### src/rtl/link_monitor_defs.vh
// State codes for the link monitor, shared with the status/register block.
`ifndef LINK_MONITOR_DEFS_VH
`define LINK_MONITOR_DEFS_VH

`define LM_STATE_W   2
`define LM_ST_DOWN    2'd0
`define LM_ST_QUALIFY 2'd1
`define LM_ST_UP      2'd2
`define LM_ST_HOLDOFF 2'd3

`endif

### src/rtl/link_monitor_pkg.sv
// Shared types and helpers for the link monitor.
`include "link_monitor_defs.vh"

package link_monitor_pkg;

  localparam int LM_STATE_W = `LM_STATE_W;

  typedef enum logic [`LM_STATE_W-1:0] {
    ST_DOWN    = `LM_ST_DOWN,
    ST_QUALIFY = `LM_ST_QUALIFY,
    ST_UP      = `LM_ST_UP,
    ST_HOLDOFF = `LM_ST_HOLDOFF
  } lm_state_e;

  function automatic int lm_max(input int a, input int b);
    return (a > b) ? a : b;
  endfunction

endpackage

### src/rtl/sat_counter.sv
// Saturating up-counter; a clear coinciding with an increment yields 1 so the event survives.
module sat_counter #(
  parameter int WIDTH = 8
) (
  input  logic             i_clk,
  input  logic             i_arst_n,
  input  logic             clr,
  input  logic             inc,
  output logic [WIDTH-1:0] cnt
);

  localparam logic [WIDTH-1:0] CNT_MAX = {WIDTH{1'b1}};

  logic [WIDTH-1:0] cnt_q;
  logic [WIDTH-1:0] cnt_d;

  always_comb begin
    cnt_d = cnt_q;
    if (clr) begin
      cnt_d = inc ? {{(WIDTH-1){1'b0}}, 1'b1} : '0;
    end else if (inc && (cnt_q != CNT_MAX)) begin
      cnt_d = cnt_q + 1'b1;
    end
  end

  always_ff @(posedge i_clk or negedge i_arst_n) begin
    if (!i_arst_n) begin
      cnt_q <= '0;
    end else begin
      cnt_q <= cnt_d;
    end
  end

  assign cnt = cnt_q;

endmodule

### src/rtl/link_monitor.sv
// Link up/down qualification FSM with holdoff after loss and a saturating loss counter.
module link_monitor
  import link_monitor_pkg::*;
#(
  parameter int QUALIFY_CYCLES = 16,
  parameter int HOLDOFF_CYCLES = 64,
  parameter int CNT_WIDTH      = 8
) (
  input  logic                  i_clk,
  input  logic                  i_arst_n,
  input  logic                  i_filter,
  input  logic                  i_clr_cnt,
  output logic                  o_link_up,
  output logic                  o_rise,
  output logic                  o_fall,
  output logic [1:0]            o_state,
  output logic [CNT_WIDTH-1:0]  o_loss_cnt
);

  localparam int TMR_W = $clog2(lm_max(QUALIFY_CYCLES, HOLDOFF_CYCLES)) + 1;
  localparam logic [TMR_W-1:0] QUAL_LAST = TMR_W'(QUALIFY_CYCLES - 1);
  localparam logic [TMR_W-1:0] HOLD_LAST = TMR_W'(HOLDOFF_CYCLES - 1);

  lm_state_e        state_q, state_d;
  logic [TMR_W-1:0] timer_q, timer_d;
  logic             link_up_q, link_up_d;
  logic             rise_q, rise_d;
  logic             fall_q, fall_d;
  logic             loss_evt;

  always_comb begin
    state_d  = state_q;
    timer_d  = timer_q;
    loss_evt = 1'b0;
    unique case (state_q)
      ST_DOWN: begin
        if (i_filter) begin
          state_d = ST_QUALIFY;
          timer_d = '0;
        end
      end
      ST_QUALIFY: begin
        if (!i_filter) begin
          state_d = ST_DOWN;
          timer_d = '0;
        end else if (timer_q == QUAL_LAST) begin
          state_d = ST_UP;
          timer_d = '0;
        end else begin
          timer_d = timer_q + 1'b1;
        end
      end
      ST_UP: begin
        if (!i_filter) begin
          state_d  = ST_HOLDOFF;
          timer_d  = '0;
          loss_evt = 1'b1;
        end
      end
      ST_HOLDOFF: begin
        // Input is deliberately ignored here so a flapping link cannot re-qualify early.
        if (timer_q == HOLD_LAST) begin
          state_d = ST_DOWN;
          timer_d = '0;
        end else begin
          timer_d = timer_q + 1'b1;
        end
      end
      default: begin
        state_d = ST_DOWN;
        timer_d = '0;
      end
    endcase

    link_up_d = (state_d == ST_UP);
    rise_d    = (state_d == ST_UP) && (state_q != ST_UP);
    fall_d    = (state_q == ST_UP) && (state_d != ST_UP);
  end

  always_ff @(posedge i_clk or negedge i_arst_n) begin
    if (!i_arst_n) begin
      state_q   <= ST_DOWN;
      timer_q   <= '0;
      link_up_q <= 1'b0;
      rise_q    <= 1'b0;
      fall_q    <= 1'b0;
    end else begin
      state_q   <= state_d;
      timer_q   <= timer_d;
      link_up_q <= link_up_d;
      rise_q    <= rise_d;
      fall_q    <= fall_d;
    end
  end

  sat_counter #(
    .WIDTH(CNT_WIDTH)
  ) u_loss_cnt (
    .i_clk   (i_clk),
    .i_arst_n(i_arst_n),
    .clr     (i_clr_cnt),
    .inc     (loss_evt),
    .cnt     (o_loss_cnt)
  );

  assign o_link_up = link_up_q;
  assign o_rise    = rise_q;
  assign o_fall    = fall_q;
  assign o_state   = state_q;

endmodule

### config.mk
export PLATFORM = sky130hd
export DESIGN_NAME = link_monitor
export DESIGN_NICKNAME = d
export VERILOG_FILES = /design/src/rtl/link_monitor_pkg.sv /design/src/rtl/sat_counter.sv /design/src/rtl/link_monitor.sv
export VERILOG_INCLUDE_DIRS = /design/src /design/src/rtl
export SDC_FILE = /design/constraint.sdc
export NUM_CORES = 1
export LEC_CHECK = 0
export CORE_UTILIZATION = 56
export CTS_BUF_LIST = sky130_fd_sc_hd__clkbuf_8 sky130_fd_sc_hd__clkbuf_16
export DETAILED_ROUTE_END_ITERATION = 16
export HOLD_SLACK_MARGIN = 0.1
export PLACE_DENSITY = 0.86
export SLEW_MARGIN = 40
export SYNTH_ARGS = -nofsm -noshare
export SYNTH_HDL_FRONTEND = slang
export SYNTH_SLANG_ARGS = --single-unit
### constraint.sdc
create_clock -name i_clk -period 5.3 [get_ports i_clk]
set_input_delay 1.06 -clock i_clk [delete_from_list [all_inputs] [get_ports i_clk]]
set_output_delay 1.06 -clock i_clk [all_outputs]
set_load 0.03 [all_outputs]
==> results.md <==
* Status: completed
* # setup viols final at 0
* Antenna diode count at 0
* Largest net degree at the start of global routing at 21
* Post-CTS sizing at 0
* CTS Sinks at 20
* Crit Path Max Fanout at 16
* Footprint of the multi-input gates at 556 sq um
* DRC at 0
* Startpoint types: register
* Die Width at 46.2 um
* Initial antenna violation count at 0
* Core region area at 0.00178 sq mm
* # nets final at 134
* Post-Syn Nets at 118
* Slew margin rel. at 0.584
* Full die area at 0.00213 sq mm
* Final TNS setup at 0 ps
* Min Clock Period, post-route at 2730 ps
* Min-delay worst type: reg -> reg
* Worst Hold Depth at 1
* Slew Viols, Final at 0
* Share of layout cells above drive strength 1 at 0.0787
* Asr flop ratio synth at 1.00
* CTS clk-pin slew, worst paths at 70 ps
* Chip height at 46.2 um
* First-pass GRT wire length at 3540 um
* Std-Cell Rows at 15
* Fin crit share at 0.516
* Final hold viol count at 0
* CP cell instances: clkdlybuf4s50_1
* Post-synth EDFFs at 0
* Worst-skew pair later-pin latency at 250 ps
* RePlAce Congestion at 0.785
* Total Routing Usage GR at 0.238
* Top_reg_cell synth: dfrtp_1
* Post-synthesis cell type count at 38
* Wl on met1 at 960 um
* Fmax at 0.366 GHz
* FF+latch area at 500 sq um
* Total power at 0.000484 W
* Vias post-DR at 903
* Cell Pwr Density at 367 mW/mm^2
* VDD IR max at 0.295 mV
* Design Area, Final at 0.00132 sq mm
* Yosys warns at 0
* H-tree depth at 1
* Skew final at 1.44 ps
* Setup Crit Path Kind: reg -> out
* Top sig layer: met4
* ANT nets after route at 0
* # hold bufs at CTS at 0
* Placed Area at 0.00125 sq mm
* Met2 wire length at 1180 um
* Post-synthesis sequential area ratio at 0.458
* CTS root buffer: clkbuf_8
* Worst EP arrival at 1670 ps
* Crit-path slowest cell: clkdlybuf4s50_1
* Post-Syn Instances at 112
* IO buf count at 16
* Area Overhead vs Synth at 20.5%
* Initial Util at 0.613
* Slew of the pin with the lowest slew margin at 620 ps
* Reg2Reg Depth at 5
* Via density at 5.94
* Max-cap violations at 0
* DR WL met3 at 85 um
* Hpwl dp at 1550 um
* Worst-case clock buffer depth at 2
* DRT Pass-1 Iters at 4
* Req. time, crit path at 4240 ps
* Crit path max-delay family: buffers and inverters
* Vias in the first global route at 777
* Yosys reg bits at 20
* Syn Area/Cell at 9.76 sq um
* Routed len/inst at 14.8 um
* Leak Pwr at 0.550 nW
* Mapped Area at 0.00109 sq mm
* Setup repair bufs after CTS at 0
* CTS tree: done
* Buf+Inv Stages, Crit Path at 1
* TritonCTS Buffers at 3
* Nature of the critical path endpoint: output pin
* Critical Path Max Stage Delay at 780 ps
* RSZ-0062 raised after global routing: false
* Ports at 17
* Gr ovfl total at 0
* Final core occ at 0.739
* Iter 0 DRT Violations at 29
* Final wirelength at 2240 um
* Levels on crit path at 1
* # fillers at 132
## cells by family after synthesis
logic type                 after synthesis  share of synthesized area
adders and majority gates                2                     0.0229
AOI/OAI and AO/OA                       27                      0.178
muxes                                    1                    0.00915
DFF                                     20                      0.458
buffers and inverters                    6                     0.0343
and+or+nand+nor                         50                      0.249
xor gates and xnor gates                 6                     0.0481
## worst paths after layout
kind / from / endpoint / slack [ps]
worst max-delay path: o_state[0] / o_state[0] / 2570
worst min-delay path: timer_q[0] / timer_q[0] / 540
worst max register to register: timer_q[0] / o_link_up / 3500
worst min register to register: timer_q[0] / timer_q[0] / 540
max in group asynchronous: i_arst_n / timer_q[3] / 4260
min in group asynchronous: i_arst_n / u_loss_cnt.cnt[6] / 740
## flip-flops by register name (all words and copies together) (netlist names)
| register | count |
|---|---|
| u_loss_cnt.cnt | 8 |
| timer_q | 7 |
| o_state | 2 |
| o_fall | 1 |
| o_link_up | 1 |
| o_rise | 1 |
## cell usage after synthesis, types with 2 or more instances
master / count / area, sq um
nor2b_1: 2 / 12.5
xor2_1: 5 / 43.8
ha_1: 2 / 25.0
nand2b_1: 3 / 18.8
o221ai_1: 2 / 17.5
and2_1: 4 / 25.0
o2111ai_1: 2 / 17.5
a21oi_1: 2 / 10.0
nor3_1: 4 / 20.0
and3_1: 2 / 12.5
nand4_1: 2 / 12.5
o21ai_0: 10 / 50.1
dfrtp_1: 20 / 500
nand3_1: 3 / 15.0
nor2_1: 8 / 30.0
a21o_1: 2 / 15.0
clkbuf_1: 2 / 7.51
buf_4: 2 / 15.0
o211ai_1: 2 / 15.0
nand2_1: 15 / 56.3
## cell usage in the layout (no fill, tap or decap), types with 2 or more instances in the layout
cell              n
o221ai_1          2
o21ai_0          10
clkdlybuf4s50_1  15
nor3_1            4
nand2b_1          3
a21o_1            2
o211ai_1          2
xor2_1            5
dfrtp_1          20
nand3_1           3
a21oi_1           2
clkbuf_8          3
nor2_1            8
and3_1            2
nor2b_1           2
and2_1            4
nand4_1           2
ha_1              2
o2111ai_1         2
nand2_1          15
## layout make-up
| type | count | share of cell area |
|---|---|---|
| Inverter | 1 | 0.00285 |
| Multi-Input combinational cell | 86 | 0.422 |
| Sequential cell | 20 | 0.380 |
| Tap cell | 25 | 0.0237 |
| Clock buffer | 3 | 0.0313 |
| Timing Repair Buffer | 16 | 0.118 |
| Clock inverter | 1 | 0.0228 |
## metal layers
metal  track usage  vias up
met3        0.0353        2
met4        0.0706        0
li1              -      436
met1         0.306      435
met5             0        -
met2         0.408       30
## per-stage QoR
stage               setup slack [ps]  cells  hold slack (ps)
detailed placement              2530    148              532
CTS                             2550    152              542
finish                          2570    152              536
global placement                2560    148              492
global route                    2480    152              581
floorplan                       3230    112              476
## power breakdown
group          internal [W]  switching (W)  total (W)
registers          0.000180      0.0000422   0.000222
logic             0.0000520      0.0000608   0.000113
clock network      0.000101      0.0000484   0.000149
total              0.000332       0.000151   0.000484
Note: power is estimated with default switching activity, not from simulation.
